## src/rtl/priority_arbiter_4.sv

```systemverilog
// Four-requester arbiter: registered one-hot grant with encoded index, hold timeout,
// and one forced idle cycle between owners. Define ROUND_ROBIN_EN for rotating priority.
module priority_arbiter_4 #(
  parameter int MAX_HOLD = 8
) (
  input  logic       clk,
  input  logic       rst,
  input  logic [3:0] req,
  input  logic       done,
  output logic [3:0] gnt,
  output logic [1:0] gnt_id,
  output logic       gnt_valid,
  output logic       timeout,
  output logic       state_dbg
);

  localparam int HW = $clog2(MAX_HOLD + 1);

  typedef enum logic {IDLE = 1'b0, GRANT = 1'b1} state_t;

  state_t        state, state_n;
  logic [3:0]    gnt_n;
  logic [1:0]    gnt_id_n;
  logic [HW-1:0] hold_cnt, hold_n;
  logic          timeout_n;
  logic [1:0]    win_id;

`ifdef ROUND_ROBIN_EN
  logic [1:0] last_id, last_n;
  logic [1:0] cand;

  // Walk the order from last place to first so the highest-ranked requester overwrites.
  always_comb begin
    win_id = 2'd0;
    cand   = 2'd0;
    for (int k = 4; k >= 1; k--) begin
      cand = last_id - 2'(k);
      if (req[cand]) win_id = cand;
    end
  end
`else
  always_comb begin
    win_id = 2'd0;
    for (int i = 0; i < 4; i++) begin
      if (req[i]) win_id = 2'(i);
    end
  end
`endif

  // Handshake: a client owns the resource while its gnt bit is high; it ends
  // ownership by asserting done or dropping req, else it is revoked at MAX_HOLD.
  always_comb begin
    state_n   = state;
    gnt_n     = gnt;
    gnt_id_n  = gnt_id;
    hold_n    = hold_cnt;
    timeout_n = 1'b0;
`ifdef ROUND_ROBIN_EN
    last_n    = last_id;
`endif
    case (state)
      IDLE: begin
        if (|req) begin
          state_n  = GRANT;
          gnt_n    = 4'b0001 << win_id;
          gnt_id_n = win_id;
          hold_n   = HW'(1);
`ifdef ROUND_ROBIN_EN
          last_n   = win_id;
`endif
        end
      end
      GRANT: begin
        if (done || !req[gnt_id] || (hold_cnt == HW'(MAX_HOLD))) begin
          state_n   = IDLE;
          gnt_n     = 4'b0000;
          gnt_id_n  = 2'd0;
          hold_n    = '0;
          // Voluntary release takes precedence over the timeout.
          timeout_n = !done && req[gnt_id];
        end else begin
          hold_n = hold_cnt + HW'(1);
        end
      end
      default: begin
        state_n  = IDLE;
        gnt_n    = 4'b0000;
        gnt_id_n = 2'd0;
        hold_n   = '0;
      end
    endcase
  end

  always_ff @(posedge clk) begin
    if (rst) begin
      state    <= IDLE;
      gnt      <= 4'b0000;
      gnt_id   <= 2'd0;
      hold_cnt <= '0;
      timeout  <= 1'b0;
`ifdef ROUND_ROBIN_EN
      last_id  <= 2'd0;
`endif
    end else begin
      state    <= state_n;
      gnt      <= gnt_n;
      gnt_id   <= gnt_id_n;
      hold_cnt <= hold_n;
      timeout  <= timeout_n;
`ifdef ROUND_ROBIN_EN
      last_id  <= last_n;
`endif
    end
  end

  assign gnt_valid = |gnt;
  assign state_dbg = state;

endmodule
```

## config.mk

```make
export PLATFORM = sky130hd
export DESIGN_NAME = priority_arbiter_4
export DESIGN_NICKNAME = d
export VERILOG_FILES = /design/src/rtl/priority_arbiter_4.sv
export SDC_FILE = /design/constraint.sdc
export NUM_CORES = 1
export LEC_CHECK = 0
export ABC_AREA = 1
export BUFFER_PORTS_ARGS = -buffer_cell sky130_fd_sc_hd__buf_2
export CAP_MARGIN = 5
export CORE_MARGIN = 3
export CORE_UTILIZATION = 35
export DETAILED_ROUTE_END_ITERATION = 10
export HOLD_SLACK_MARGIN = 0.15
export PLACE_DENSITY = 0.55
export REMOVE_ABC_BUFFERS = 1
export SYNTH_ARGS = -nofsm -noshare
export SYNTH_HDL_FRONTEND = slang
export SYNTH_SLANG_ARGS = --single-unit
```

## constraint.sdc

```tcl
create_clock -name clk -period 1.2 [get_ports clk]
set_input_delay 0.06 -clock clk [delete_from_list [all_inputs] [get_ports clk]]
set_output_delay 0.06 -clock clk [all_outputs]
set_load 0.01 [all_outputs]
```

==> summary.md <==
| Metric | Value |
|---|---|
| Status | finished with violations |
| Violated checks | setup timing |
| Max Cap Viol | 0 |
| CTS H-tree lvls | 1 |
| Starting DRT DRC Count | 13 |
| Startpoint types | register |
| WL met2 | 841 um |
| Met1 WL | 699 um |
| Vias in the first global route | 567 |
| Crit-path max FO | 3 |
| Layout Skew | 0.00416 ns |
| Final net count | 123 |
| CTS tree | yes |
| Rel. slew slack | 0.798 |
| Worst EP arrival | 1.26 ns |
| CP max stage delay | 0.52 ns |
| Vias | 632 |
| Total power draw | 1.00 mW |
| Most frequent cell after synthesis | nand2_1 |
| Peak VDD IR | 0.753 mV |
| Final Hold Vio Count | 0 |
| DRC violations left | 0 |
| Syn Inst Count | 85 |
| DR WL met3 | 77 um |
| Cells on worst reg2reg path | 8 |
| Synthesized area | 618 um^2 |
| Mean Syn Cell Area | 7.27 um^2 |
| Hold_ws | 0.123 ns |
| GRT Util Overall | 0.154 |
| Global-route wire length before repair | 2.43 mm |
| Final wirelength | 1.63 mm |
| # IOs | 16 |
| Vias per Instance | 4.90 |
| Worst path slowest cell | or4_4 |
| Worst-Skew Late Latency | 0.27 ns |
| Fraction of registers with async set/reset | 0 |
| Yosys cell types | 18 |
| Remaining global-route overflow | 0 |
| Sequential area share after synthesis | 0.389 |
| Final Cycle Share | 1.10 |
| FMAX | 758 MHz |
| Total negative slack | -0.132 ns |
| Yosys reg bits | 12 |
| Critical-path cell list | or4_4 -> buf_6 |
| Top Family by Delay on Critical Path | simple AND/OR/NAND/NOR gates |
| Clock root cell | clkbuf_4 |
| Max-slew violations | 0 |
| Layout cells sized above 1 | 0.469 |
| Largest net degree at the start of global routing | 13 |
| Dominant cells by area after synthesis | dfxtp_1 39%, nand3_1 11%, nand2_1 10% |
| Unrepaired setup endpoints after global routing | true |
| Row count | 14 |
| Routability cong. | 0.730 |
| CP bufs+invs | 1 |
| Initial Util | 0.392 |
| Synth Flop Type | dfxtp_1 |
| 1st-pass router iterations | 4 |
| Synthesis-to-finish area growth | 48.4% |
| CTS buffer count | 3 |
| Routed WL per cell | 12.6 um |
| CTS max path bufs | 2 |
| Worst endpoint required time | 1.14 ns |
| Fillers | 148 |
| Syn. warnings | 0 |
| Hold Crit Class | in -> reg |
| Lkg Pwr | 0.423 nW |
| Pwr per Cell Area | 1090 nW/um^2 |
| Crit end category | output port |
| Final setup fails | 2 |
| Crit path time final | 1.32 ns |
| Core Area | 1580 um^2 |
| Post-synth EDFFs | 0 |
| Post-synth top cells | 17 x nand2_1, 13 x nand3_1, 12 x dfxtp_1, 11 x inv_1, 9 x a21oi_1 |
| Port bufs | 15 |
| Slew @ Worst Pin | 0.303 ns |
| Cell depth of the worst setup path | 2 |
| Top routing layer used | met4 |
| Initial antenna violation count | 0 |
| Clk slew on worst S/H paths | 0.08 ns |
| Dominant cell type by area after synthesis | dfxtp_1 |
| Die area | 2310 um^2 |
| Clk sinks | 12 |
| Antenna Nets Post-Route | 0 |
| Antenna Cells | 0 |
| Top-area cell type share of the netlist area | 0.389 |
| DIE HEIGHT | 48.0 um |
| Worst Setup Slack, final | -0.119 ns |
| DP Wirelength | 1.00 mm |
| Die Wd | 48.0 um |
| Crit Path Category | reg -> out |
| Hold depth | 4 |
==> final cells by class <==
type	instances	area, um^2	area share
Multi-Input combinational cell	57	384	0.419
Timing Repair Buffer	25	171	0.187
Inverter	15	56.3	0.0614
Sequential cell	12	249	0.271
Clock buffer	4	36.3	0.0396
Tap cell	16	20.0	0.0218
==> final timing paths <==
path | startpoint | to | slack (ns)
hold / removal | req[3] | gnt[1] | 0.12
setup / recovery | gnt[2] | gnt_valid | -0.12
setup reg to reg | gnt_id[0] | gnt[3] | -0.01
hold reg to reg | hold_cnt[3] | hold_cnt[3] | 0.50
==> metal layers <==
| metal | global-route usage | vias to the layer above |
|---|---|---|
| met5 | 0 | - |
| met4 | 0.0161 | 0 |
| met2 | 0.245 | 18 |
| met1 | 0.198 | 281 |
| met3 | 0.0677 | 2 |
| li1 | - | 331 |
==> repair_timing <==
| item | CTS | global route |
|---|---|---|
| resized for setup | 2 | 22 |
| hold buffers | 6 | 2 |
| setup endpoints to repair | 1 | 13 |
| hold endpoints to repair | 12 | 2 |
| pin swaps | 1 | 8 |
| buffers inserted | 2 | 0 |
==> tightest hold or removal path: cells and delay by family <==
kind / cells / cell delay, ns
compound gates: 1 / 0.06
simple gates: 2 / 0.14
buf+inv: 1 / 0.11
==> flip-flops by register name, summed over array words and instances, names as in the netlist <==
register,flops
gnt,4
gnt_id,2
hold_cnt,4
state_dbg,1
timeout,1
==> power by group <==
group	internal (mW)	total, mW	switching [mW]
logic	0.102	0.236	0.134
registers	0.420	0.442	0.0216
clock network	0.184	0.325	0.140
==> metrics by stage <==
step	instance area, um^2	setup WS, ns	util	instances
6_report	917	-0.119	0.582	129
5_1_grt	917	-0.154	0.582	129
3_3_place_gp	724	0.0402	0.460	117
2_1_floorplan	614	0.0915	-	84
3_5_place_dp	724	0.0363	0.460	117
4_1_cts	838	-0.125	0.532	129
==> cell usage in the layout, fill, tap and decap left out, drive strengths merged <==
master       synthesis  layout
a21oi                9       9
buf                  0      19
clkbuf               1       4
dfxtp               12      12
dlygate4sd3          0       6
ha                   2       2
inv                 15      15
nand2               20      20
nand3               14      14
nor2                 4       4
nor3                 3       3
o21ai                2       2
or4                  1       1
xor2                 2       2
==> logic make-up (layout without fill, tap and decap cells) <==
kind of cell | count (synthesis) | in the layout | synth area share
AND/OR/NAND/NOR | 42 | 42 | 0.356
buffers and inverters | 16 | 44 | 0.0972
flip-flops | 12 | 12 | 0.389
AO/OA/AOI/OAI | 11 | 11 | 0.0891
adder cells (fa/ha/maj) | 2 | 2 | 0.0405
XOR/XNOR | 2 | 2 | 0.0283
Note: power is estimated with default switching activity, not from simulation.
